--- config.mk ---
export PLATFORM = sky130hd
export DESIGN_NAME = pll_lock_monitor_flat
export DESIGN_NICKNAME = d
export VERILOG_FILES = /design/src/rtl/pll_lock_monitor_if.sv /design/src/rtl/pll_lock_monitor.sv /design/src/flat_wrapper.sv
export SDC_FILE = /design/constraint.sdc
export NUM_CORES = 1
export LEC_CHECK = 0
export ABC_CLOCK_PERIOD_IN_PS = 7700
export CAP_MARGIN = 30
export CORE_MARGIN = 8
export CORE_UTILIZATION = 40
export CTS_CLUSTER_SIZE = 16
export DETAILED_ROUTE_END_ITERATION = 7
export GPL_TIMING_DRIVEN = 1
export PLACE_DENSITY = 0.6
export SLEW_MARGIN = 40
export SYNTH_ARGS = -nofsm -noshare
export SYNTH_HDL_FRONTEND = slang
export SYNTH_SLANG_ARGS = --single-unit
--- constraint.sdc ---
create_clock -name refclk -period 7.7 [get_ports refclk]
set_clock_uncertainty 0.05 [all_clocks]
set_input_delay 1.155 -clock refclk [delete_from_list [all_inputs] [get_ports refclk]]
set_output_delay 1.155 -clock refclk [all_outputs]
set_load 0.01 [all_outputs]
--- src/rtl/pll_lock_monitor_if.sv ---
// PLL lock monitor signal bundle: toggle input from the PLL domain,
// frequency report and lock/restart outputs.
`timescale 1ns/1ps
interface pll_lock_monitor_if #(
  parameter int CNT_W = 16
);
  logic             clk_tgl;
  logic [CNT_W-1:0] freq_cnt;
  logic             cnt_valid;
  logic             locked;
  logic             lock_lost;
  logic             pll_reset;

  modport master (
    input  clk_tgl,
    output freq_cnt,
    output cnt_valid,
    output locked,
    output lock_lost,
    output pll_reset
  );

  modport slave (
    output clk_tgl,
    input  freq_cnt,
    input  cnt_valid,
    input  locked,
    input  lock_lost,
    input  pll_reset
  );
endinterface

--- src/rtl/pll_lock_monitor.sv ---
// Frequency checker and lock supervisor for the PLL output clock,
// measured on refclk; restarts the PLL after repeated failed acquisition.
`timescale 1ns/1ps
module pll_lock_monitor #(
  parameter int WINDOW       = 1250,
  parameter int EXP_CNT      = 750,
  parameter int TOL          = 8,
  parameter int GOOD_WINDOWS = 4,
  parameter int MAX_ACQ      = 8,
  parameter int RST_CYCLES   = 16,
  parameter int CNT_W        = 16
) (
  input  logic refclk,
  input  logic reset_n,
  pll_lock_monitor_if.master bus
);

  localparam int WIN_W = $clog2(WINDOW + 1);
  localparam int RUN_W = $clog2(GOOD_WINDOWS + 1);
  localparam int ACQ_W = $clog2(MAX_ACQ + 1);
  localparam int RC_W  = $clog2(RST_CYCLES + 1);
  localparam int CMP_W = (CNT_W + 1 > 32) ? CNT_W + 1 : 32;

  localparam logic [CMP_W-1:0] LO =
    (EXP_CNT > TOL) ? CMP_W'(EXP_CNT - TOL) : '0;
  localparam logic [CMP_W-1:0] HI =
    CMP_W'(EXP_CNT + TOL);
  localparam logic [CNT_W-1:0] CNT_MAX = '1;

  typedef enum logic [1:0] {
    ACQ,
    LOCKED,
    RESTART
  } state_t;

  state_t           state;
  logic             s1, s2, s3;
  logic [WIN_W-1:0] win_cnt;
  logic [CNT_W-1:0] tr_cnt;
  logic [RUN_W-1:0] good_run;
  logic [ACQ_W-1:0] acq_fail;
  logic [RC_W-1:0]  rst_cnt;
  logic [CNT_W-1:0] freq_q;
  logic             valid_q;
  logic             locked_q;
  logic             lost_q;
  logic             prst_q;

  logic             trans;
  logic [CNT_W-1:0] tr_nxt;
  logic [CMP_W-1:0] cnt_ext;
  logic             win_end;
  logic             good;

  assign trans   = s2 ^ s3;
  assign tr_nxt  = (trans && tr_cnt != CNT_MAX)
                 ? tr_cnt + CNT_W'(1) : tr_cnt;
  assign cnt_ext = CMP_W'(tr_nxt);
  assign win_end = (win_cnt == WIN_W'(WINDOW - 1));
  // a saturated count means the input ran too fast
  assign good    = (tr_nxt != CNT_MAX)
                 && (cnt_ext >= LO)
                 && (cnt_ext <= HI);

  always_ff @(posedge refclk or negedge reset_n) begin
    if (!reset_n) begin
      state    <= ACQ;
      s1       <= 1'b0;
      s2       <= 1'b0;
      s3       <= 1'b0;
      win_cnt  <= '0;
      tr_cnt   <= '0;
      good_run <= '0;
      acq_fail <= '0;
      rst_cnt  <= '0;
      freq_q   <= '0;
      valid_q  <= 1'b0;
      locked_q <= 1'b0;
      lost_q   <= 1'b0;
      prst_q   <= 1'b0;
    end else begin
      s1      <= bus.clk_tgl;
      s2      <= s1;
      s3      <= s2;
      valid_q <= 1'b0;
      lost_q  <= 1'b0;
      unique case (state)
        RESTART: begin
          win_cnt  <= '0;
          tr_cnt   <= '0;
          good_run <= '0;
          acq_fail <= '0;
          if (rst_cnt == RC_W'(RST_CYCLES - 1)) begin
            state   <= ACQ;
            prst_q  <= 1'b0;
            rst_cnt <= '0;
          end else begin
            rst_cnt <= rst_cnt + RC_W'(1);
          end
        end
        ACQ, LOCKED: begin
          if (win_end) begin
            win_cnt <= '0;
            tr_cnt  <= '0;
            freq_q  <= tr_nxt;
            valid_q <= 1'b1;
            unique case (1'b1)
              (state == LOCKED) && good: ;
              (state == LOCKED) && !good: begin
                state    <= ACQ;
                locked_q <= 1'b0;
                lost_q   <= 1'b1;
                good_run <= '0;
                acq_fail <= '0;
              end
              (state == ACQ) && good: begin
                acq_fail <= '0;
                if (good_run == RUN_W'(GOOD_WINDOWS - 1)) begin
                  state    <= LOCKED;
                  locked_q <= 1'b1;
                  good_run <= '0;
                end else begin
                  good_run <= good_run + RUN_W'(1);
                end
              end
              default: begin
                good_run <= '0;
                if (acq_fail == ACQ_W'(MAX_ACQ - 1)) begin
                  state    <= RESTART;
                  prst_q   <= 1'b1;
                  acq_fail <= '0;
                end else begin
                  acq_fail <= acq_fail + ACQ_W'(1);
                end
              end
            endcase
          end else begin
            win_cnt <= win_cnt + WIN_W'(1);
            tr_cnt  <= tr_nxt;
          end
        end
        default: state <= ACQ;
      endcase
    end
  end

  assign bus.freq_cnt  = freq_q;
  assign bus.cnt_valid = valid_q;
  assign bus.locked    = locked_q;
  assign bus.lock_lost = lost_q;
  assign bus.pll_reset = prst_q;

endmodule

--- src/flat_wrapper.sv ---
// flat-port wrapper written by rule: the top's interface ports become plain ports
module pll_lock_monitor_flat 
#(
  parameter int WINDOW       = 1250,
  parameter int EXP_CNT      = 750,
  parameter int TOL          = 8,
  parameter int GOOD_WINDOWS = 4,
  parameter int MAX_ACQ      = 8,
  parameter int RST_CYCLES   = 16,
  parameter int CNT_W        = 16
)
  (refclk, reset_n, bus_clk_tgl, bus_freq_cnt, bus_cnt_valid, bus_locked, bus_lock_lost, bus_pll_reset);
  pll_lock_monitor_if #(.CNT_W(CNT_W)) bus_i ();
  input  logic refclk;
  input  logic reset_n;
  input wire logic [$bits(bus_i.clk_tgl)-1:0] bus_clk_tgl;
  output wire logic [$bits(bus_i.freq_cnt)-1:0] bus_freq_cnt;
  output wire logic [$bits(bus_i.cnt_valid)-1:0] bus_cnt_valid;
  output wire logic [$bits(bus_i.locked)-1:0] bus_locked;
  output wire logic [$bits(bus_i.lock_lost)-1:0] bus_lock_lost;
  output wire logic [$bits(bus_i.pll_reset)-1:0] bus_pll_reset;
  assign bus_i.clk_tgl = bus_clk_tgl;
  assign bus_freq_cnt = bus_i.freq_cnt;
  assign bus_cnt_valid = bus_i.cnt_valid;
  assign bus_locked = bus_i.locked;
  assign bus_lock_lost = bus_i.lock_lost;
  assign bus_pll_reset = bus_i.pll_reset;
  pll_lock_monitor #(.WINDOW(WINDOW), .EXP_CNT(EXP_CNT), .TOL(TOL), .GOOD_WINDOWS(GOOD_WINDOWS), .MAX_ACQ(MAX_ACQ), .RST_CYCLES(RST_CYCLES), .CNT_W(CNT_W)) u_core (.refclk(refclk), .reset_n(reset_n), .bus(bus_i));
endmodule
# == Word level (Yosys, flattened, before mapping) ==
# Cells that the tools add are included.
# totals
elab_cells,88
output_inout_bits,20
inputBits,3
reg_bits,64
# classes
n_addsub,5
n_lt_le_gt_ge,2
reduce_logical,18
n_bitwise,1
n_mux,32
eq_ne,16
# op_table
op,count
16-bit 2-to-1 mux,2
16-bit inequality test (second input constant),2
16-bit case mux with 2 select lines,1
11-bit case mux with 2 select lines,1
16-bit by 1-bit adder with 16-bit output (second input constant),1
16-bit by 10-bit >= comparator with 1-bit output (second input constant),1
16-bit by 10-bit less-or-equal comparator with 1-bit output (second input constant),1
4-bit case mux with 2 select lines,2
3-bit case mux with 2 select lines,2
11-bit by 1-bit adder with 11-bit output (second input constant),1
11-bit equality test (second input constant),1
11-bit 2-to-1 mux,1
1-bit 2-to-1 mux,10
5-bit AND reduction,2
2-bit 2-to-1 mux,4
4-bit 2-to-1 mux,2
1-bit logical AND,6
3-bit 2-to-1 mux,2
2-bit by 1-bit inequality test with 1-bit output (second input constant),3
2-bit inequality test (second input constant),3
2-bit case mux with 3 select lines,1
5-bit by 1-bit adder with 5-bit output (second input constant),1
5-bit by 4-bit equality test with 1-bit output (second input constant),1
5-bit 2-to-1 mux,1
other kinds (19),22

# == Longest topological paths before layout ==
# Gate-level depths: netlist of the first run.
# logic_depth
ltp_word,12
mapped_depth,12
depth_no_buf,10

# == Worst setup path after synthesis of the first run ==
# Ideal clock, no wire load.
# synth_path
path_type,register to register
from,reg u_core.tr_cnt[1]
to,reg u_core.acq_fail[0]
t_arrival_ns,2.927
period_less_slack_ns,3.101
setup_slack_ns,4.599
t_required_ns,7.526
setup_ns,0.124
path_stages_with_launch,11
path_cell_list,dfrtp_1 -> ha_1 -> buf_2 -> nand3_2 -> or4_4 -> nand2_2 -> o21bai_1 -> mux2_4 -> a2111oi_4 -> mux2i_1 -> a211o_1
# synth_between
elab_chain_len,12
elab_cells_between_ends,19
# synth_lines
item,line,source
from (decl),pll_lock_monitor.sv:39,logic [CNT_W-1:0] tr_cnt;
from (signal assigned),pll_lock_monitor.sv:139,tr_cnt <= tr_nxt;
branches (longest 2 deep; another with 16-bit by 1-bit adder with 16-bit output),-,
16-bit 2-to-1 mux (*),pll_lock_monitor.sv:57,? tr_cnt + CNT_W'(1) : tr_cnt;
16-bit by 10-bit >= comparator with 1-bit output / 16-bit inequality test (equally long branches),"pll_lock_monitor.sv:62, pll_lock_monitor.sv:61",
1-bit logical AND,pll_lock_monitor.sv:62,&& (cnt_ext >= LO)
1-bit logical AND (*),pll_lock_monitor.sv:63,&& (cnt_ext <= HI);
1-bit zero test,pll_lock_monitor.sv:109,(state == LOCKED) && !good: begin
1-bit logical AND,pll_lock_monitor.sv:109,
2-bit OR reduction (no line),-,
4-bit case mux with 2 select lines,pll_lock_monitor.sv:107,unique case (1'b1)
4-bit 2-to-1 mux,pll_lock_monitor.sv:102,if (win_end) begin
4-bit case mux with 2 select lines,pll_lock_monitor.sv:87,unique case (state)
to (signal assigned),pll_lock_monitor.sv:133,acq_fail <= acq_fail + ACQ_W'(1);
to (decl),pll_lock_monitor.sv:41,logic [ACQ_W-1:0] acq_fail;
# Every way passes the cells marked *. The select of a mux whose other input is x is not followed.
# A chain may end at the register's enable or synchronous reset.

# == Final worst setup path of the first run ==
# layout_path
from,reg u_core.tr_cnt[0]
to,reg u_core.acq_fail[3]
# Same word-level chain as after synthesis.

==> results.md, run 1 <==
- Met1 WL: 4230 um
- Met3 WL: 394 um
- Syn Area/Cell: 8.55 um^2
- Slew @ Worst Pin: 753 ps
- Die width: 112 um
- WP data arrival: 3830 ps
- Drc violations: 0
- Status: finished, final reports clean
- HP Class: flip-flop to flip-flop
- Largest net degree at the start of global routing: 65
- Async S/R FF share, synth: 100%
- Critical Path End Type: flip-flop
- CP Launch Type: flip-flop
- Comb pwr share: 13.3%
- Die area: 12600 um^2
- Drt first pass iters: 5
- Overall routing resource usage: 14.7%
- Post-route cell area: 4220 um^2
- Proportion of layout cells with a drive suffix above 1: 9.17%
- Post-CTS Setup Bufs: 0
- Pwr Density: 205 nW/um^2
- Synth-to-layout area growth: 14.1%
- Number of diodes: 0
- CTS resizes: 0
- Top Layer Used: met4
- CTS Sinks: 64
- Fmax: 275 MHz
- WP data required: 7900 ps
- Switching Share: 29.3%
- Mapped cell area: 3700 um^2
- Worst-case clock buffer depth: 2
- Core area: 9110 um^2
- Setup TNS: 0 ps
- RSZ-0062 raised after global routing: false
- Initial Util: 40.6%
- Routed vias/inst: 5.72
- Gate Count Post-Synth: 433
- Final Hold Viols: 0
- DRT Wirelength: 8780 um
- Crit-path max FO: 11
- Cts hold-fix bufs: 0
- Clock latency reported for the late side of the worst-skew pair: 360 ps
- Routability cong.: 0.887
- Port bufs: 22
- Yosys warning count: 0
- Final Non-Filler Cells: 558
- Vias: 3194
- Flops & latches, synth: 64
- Hpwl dp: 5880 um
- Seq pwr share: 45.4%
- Cell Area, Placed: 3960 um^2
- R2R cell count: 10
- Switching pwr: 253 uW
- CP Class: flip-flop to flip-flop
- Global-route wire length before repair: 15200 um
- Clock share of power: 41.3%
- Leakage dissipation: 0.00177 uW
- Yosys cell types: 56
- Final Max Tran Viols: 0
- GRT overflow: 0
- Die height: 112 um
- DRT antenna net count: 0
- Fin crit share: 47.2%
- CTS tree: yes
- Sequential area share after synthesis: 43.3%
- CTS clock-pin slew for the worst setup and hold paths: 80 ps
- Initial DRC count: 239
- Placed cells: 541
- Syn nets: 442
- Max Cap Viol: 0
- Ys flop type: dfrtp_1
- CTS Buf Count: 9
- Root buf cell: clkbuf_8
- Hold depth: 0
- Fin nets: 451
- Vias in the first global route: 3044
- Setup Viol. Count Final: 0
- # H-tree levels: 3
- Fin crit period: 3630 ps
- Post-synth EDFFs: 0
- Row count: 35
- Met2 wire len: 4020 um
- Max transition margin: 49.4%
- WL per Instance: 15.7 um
- Io pins: 23
- Worst VDD drop: 0.0926 mV
- Int Pwr: 612 uW
- Min Hold Slack: 304 ps
- Initial antenna violation count: 0
-- area by class of cell --
class	instances	area, um^2
clock inverter	7	120
timing repair buffer	26	249
inverter	4	15.0
multi-input combinational	337	1980
clock buffer	9	124
tap	111	139
fill	899	4880
sequential	64	1600
-- cell usage in the layout, fill, tap and decap left out, types with 3 or more instances in the layout --
cell type        instances
inv_1                    4
nand3_1                 24
a21o_1                   3
nand4b_1                 4
bufinv_16                3
o21ai_0                 53
and3_1                   8
nand2b_1                 3
a21oi_1                 16
xnor2_1                  8
a31oi_1                 11
ha_1                     6
o31ai_1                 11
nand2_1                 85
dfrtp_1                 64
and4_1                   4
buf_4                    3
clkbuf_8                 9
a31o_2                   3
nor2b_1                  3
nor2_1                  24
clkdlybuf4s50_1         21
nor3_1                  14
nand4_1                  8
and2_1                   4
xor2_1                   5
-- through the flow --
stage | utilization (%) | setup slack, ps | power (uW)
floorplan | - | 4600 | 486
global placement | 43.5 | 3970 | 511
detailed placement | 43.5 | 3770 | 513
CTS | 46.2 | 3780 | 874
global route | 46.4 | 3800 | 905
finish | 46.4 | 4070 | 865
-- cell usage after synthesis (all sizes together), types with 8 or more instances --
cell type / n / area [um^2]
nand2: 86 / 325
dfrtp: 64 / 1600
o21ai: 54 / 270
nand3: 25 / 130
nor2: 24 / 90.1
clkbuf: 20 / 75.1
a21oi: 16 / 80.1
nor3: 15 / 80.1
a31oi: 11 / 68.8
nand4: 11 / 96.3
o31ai: 11 / 82.6
and3: 8 / 50.1
buf: 8 / 45.0
xnor2: 8 / 70.1
-- kinds of logic (layout without fill, tap and decap cells) --
group	count (synthesis)	in the layout	share of synthesized area [%]
adder cells (fa/ha/maj)	6	6	2.03
AO/OA/AOI/OAI	115	115	19.4
flip-flops	64	64	43.3
multiplexers	3	3	0.980
buffers and inverters	32	46	3.65
AND/OR/NAND/NOR	199	199	27.4
XOR/XNOR	14	14	3.31
-- power by group through the flow --
| stage | sequential, uW | combinational (uW) | clock [uW] |
|---|---|---|---|
| after global placement | 397 | 115 | 0 |
| after global routing | 398 | 127 | 379 |
| after CTS | 391 | 115 | 367 |
| after floorplan | 367 | 119 | 0 |
| final | 392 | 115 | 357 |
| after detailed placement | 398 | 115 | 0 |
-- per-layer routing --
layer / vias up / GRT usage, %
li1: 1580 / -
met1: 1526 / 19.6
met2: 76 / 22.4
met3: 12 / 3.27
met4: 0 / 6.03
met5: - / 0
-- worst max-delay path, cell delays in order (launching register included) --
cell       delay [ps]
dfrtp_1           570
ha_1              400
nand3_2           250
or3_4             470
a211oi_2          270
nand2_1           140
mux2_4            330
a2111oi_4         570
buf_4             270
nand4b_1          130
nand3_1            80
-- sequential cells by signal, indices dropped and copies added (netlist names), 2 cells and up --
| signal | cells |
|---|---|
| u_core.acq_fail | 4 |
| u_core.bus.freq_cnt | 16 |
| u_core.good_run | 3 |
| u_core.rst_cnt | 5 |
| u_core.state | 2 |
| u_core.tr_cnt | 16 |
| u_core.win_cnt | 11 |
-- path summary, 6_finish.rpt --
check	from	endpoint	slack (ps)
max in group asynchronous	reset_n	u_core.win_cnt[9]	6340
worst max register to register	u_core.tr_cnt[0]	u_core.acq_fail[3]	4070
worst min-delay path	u_core.s1	u_core.s2	300
worst max-delay path	u_core.tr_cnt[0]	u_core.acq_fail[3]	4070
worst min register to register	u_core.s1	u_core.s2	300
min in group asynchronous	reset_n	u_core.s1	800
Note: power is estimated with default switching activity, not from simulation.
==> run 2: changes to the inputs <==
Settings changed: ABC_CLOCK_PERIOD_IN_PS 7700 to 3000, PLACE_DENSITY 0.6 to 0.63.
Clock period 7.7 ns to 3 ns, I/O delays scaled along.
==> run 2 against run 1 <==
Against the previous run: non-clock buffer count increased by 50; sequential power rose by 140%; via count increased by 6.2%; worst setup slack got worse by 4000 ps; first-iteration DRC count is 9.6% lower; sequential cell count is the same; hold slack better by 29 ps; global-route usage is 0.74 points higher; routed wire length grew 9.3%; utilization rose by 4.8 points; critical endpoint is now u_core.state[1]; largest power group unchanged.
==> results.md, run 2 (synthesized netlist as in run 1, its figures left out) <==
- Routed vias/inst: 5.58
- Clock latency reported for the late side of the worst-skew pair: 350 ps
- Worst VDD drop: 0.193 mV
- Final Max Tran Viols: 0
- FILL cells: 855
- Slowest cell delay on critical path: 470 ps
- CTS clock-pin slew for the worst setup and hold paths: 80 ps
- Hpwl dp: 6700 um
- Largest net degree at the start of global routing: 40
- Fin crit period: 2940 ps
- Post-route cell area: 4660 um^2
- Vias in the first global route: 3209
- Root buf cell: clkbuf_8
- Post-route setup slack: 63.6 ps
- Leakage dissipation: 0.00201 uW
- DRT Wirelength: 9600 um
- Proportion of layout cells with a drive suffix above 1: 19.7%
- CTS tree: yes
- Setup Viol. Count Final: 0
- Place WS: 30.1 ps
- Drt first pass iters: 4
- Fin crit share: 97.9%
- # H-tree levels: 3
- WP data arrival: 3160 ps
- Crit-path max FO: 5
- Vias: 3391
- Die height: 112 um
- Initial Util: 40.6%
- Initial DRC count: 216
- Io pins: 23
- GRT overflow: 0
- Footprint of the multi-input gates: 2030 um^2
- Initial antenna violation count: 0
- Commonest cells after routing, fill and taps aside: nand2_1, dfrtp_1, o21ai_0, buf_4
- DRT antenna net count: 0
- Fin nets: 501
- CTS Buf Count: 9
- Row count: 35
- Cell mode on critical path: buf_4
- Most common cell after layout, fill and taps aside: nand2_1
- Cell Area, Placed: 4280 um^2
- CP Class: flip-flop to flip-flop
- Register Area: 1610 um^2
- Cells along the critical path: nand4_1, buf_4, or4_4, nand2_2, buf_4, o21ai_0, o2111ai_2, a2111oi_4, buf_4, or4b_1, a21oi_1
- WL per Instance: 15.8 um
- Final Hold Viols: 0
- Routability cong.: 0.939
- Synth-to-layout area growth: 25.9%
- WP buf/inv: 3
- Max transition margin: 58.4%
- Hold depth: 0
- Slowest CP cell: or4b_1
- HP Class: flip-flop to flip-flop
- CTS Sinks: 64
- R2R cell count: 11
- Die width: 112 um
- Top delay family on crit path: simple AND/OR/NAND/NOR gates
- Die area: 12600 um^2
- Max Cap Viol: 0
- Pwr Density: 468 nW/um^2
- Overall routing resource usage: 15.4%
- Min Hold Slack: 333 ps
- CP Launch Type: flip-flop
- Global-route wire length before repair: 15900 um
- WP data required: 3220 ps
- Worst-case clock buffer depth: 2
- Drc violations: 0
- Critical Path End Type: flip-flop
- Status: finished, final reports clean
- Fmax: 341 MHz
- Core area: 9110 um^2
- Number of diodes: 0
- WP depth: 11
- Slew @ Worst Pin: 622 ps
- Port bufs: 22
[run 2: cell count changes in the layout (fill, tap and decap cells not counted), moves of 2 or more]
cell / before / now
buf_12: 0 / 2
dfrtp_2: 0 / 3
buf_4: 3 / 50
dfrtp_1: 64 / 61
bufinv_16: 3 / 1
[run 2: path summary, 6_finish.rpt]
kind                                         from                 end  slack (ps)
worst max-delay path            u_core.tr_cnt[15]     u_core.state[1]          60
worst min-delay path                    u_core.s1           u_core.s2         330
worst max register to register  u_core.tr_cnt[15]     u_core.state[1]          60
worst min register to register          u_core.s1           u_core.s2         330
max in group asynchronous                 reset_n  u_core.acq_fail[0]        1850
min in group asynchronous                 reset_n           u_core.s1         360
[run 2: layer usage]
| layer | vias to the layer above | global-route usage, % | wire length (um) |
|---|---|---|---|
| met5 | - | 0 | 0 |
| met4 | 0 | 7.55 | 197 |
| met3 | 14 | 3.38 | 459 |
| met2 | 77 | 23.5 | 4390 |
| met1 | 1611 | 20.3 | 4560 |
| li1 | 1689 | - | - |
[run 2: area by class of cell]
cell class | count | share of cell area (%)
clock inverters | 5 | 1.21
clock buffers | 11 | 3.03
repair buffers | 76 | 14.4
multi-input cells | 337 | 43.6
inverters | 4 | 0.322
well taps | 111 | 2.98
flip-flops and latches | 64 | 34.4
[run 2: through the flow]
step	total power, uW	utilization [%]	instances	TNS [ps]
final	2180	51.2	608	0
after floorplan	1250	-	433	0
after global placement	1400	47.0	580	0
after global routing	2280	51.2	608	-180
after detailed placement	1400	47.0	580	0
after CTS	2160	50.0	601	0
[run 2: timing repair]
item                                    CTS  global route
resized for setup                         2            11
hold buffers                              1             0
pin swaps                                 1             9
endpoints found under the hold margin     1             0
endpoints found under the setup margin    1             9
buffers inserted                          3             7
cloned                                    1             0
[run 2: power by group]
group | total (uW) | leakage (uW) | internal [uW] | switching [uW]
sequential | 950 | 0.000862 | 901 | 48.9
clock | 753 | 0.0000993 | 405 | 348
combinational | 479 | 0.00105 | 202 | 277
total | 2180 | 0.00201 | 1510 | 673
==> run 3: changes to the inputs <==
Settings changed: CTS_CLUSTER_DIAMETER set to 100, TNS_END_PERCENT set to 30.
==> results of run 3 <==
The final DEF is identical to that of run 2; final timing and power are the same.
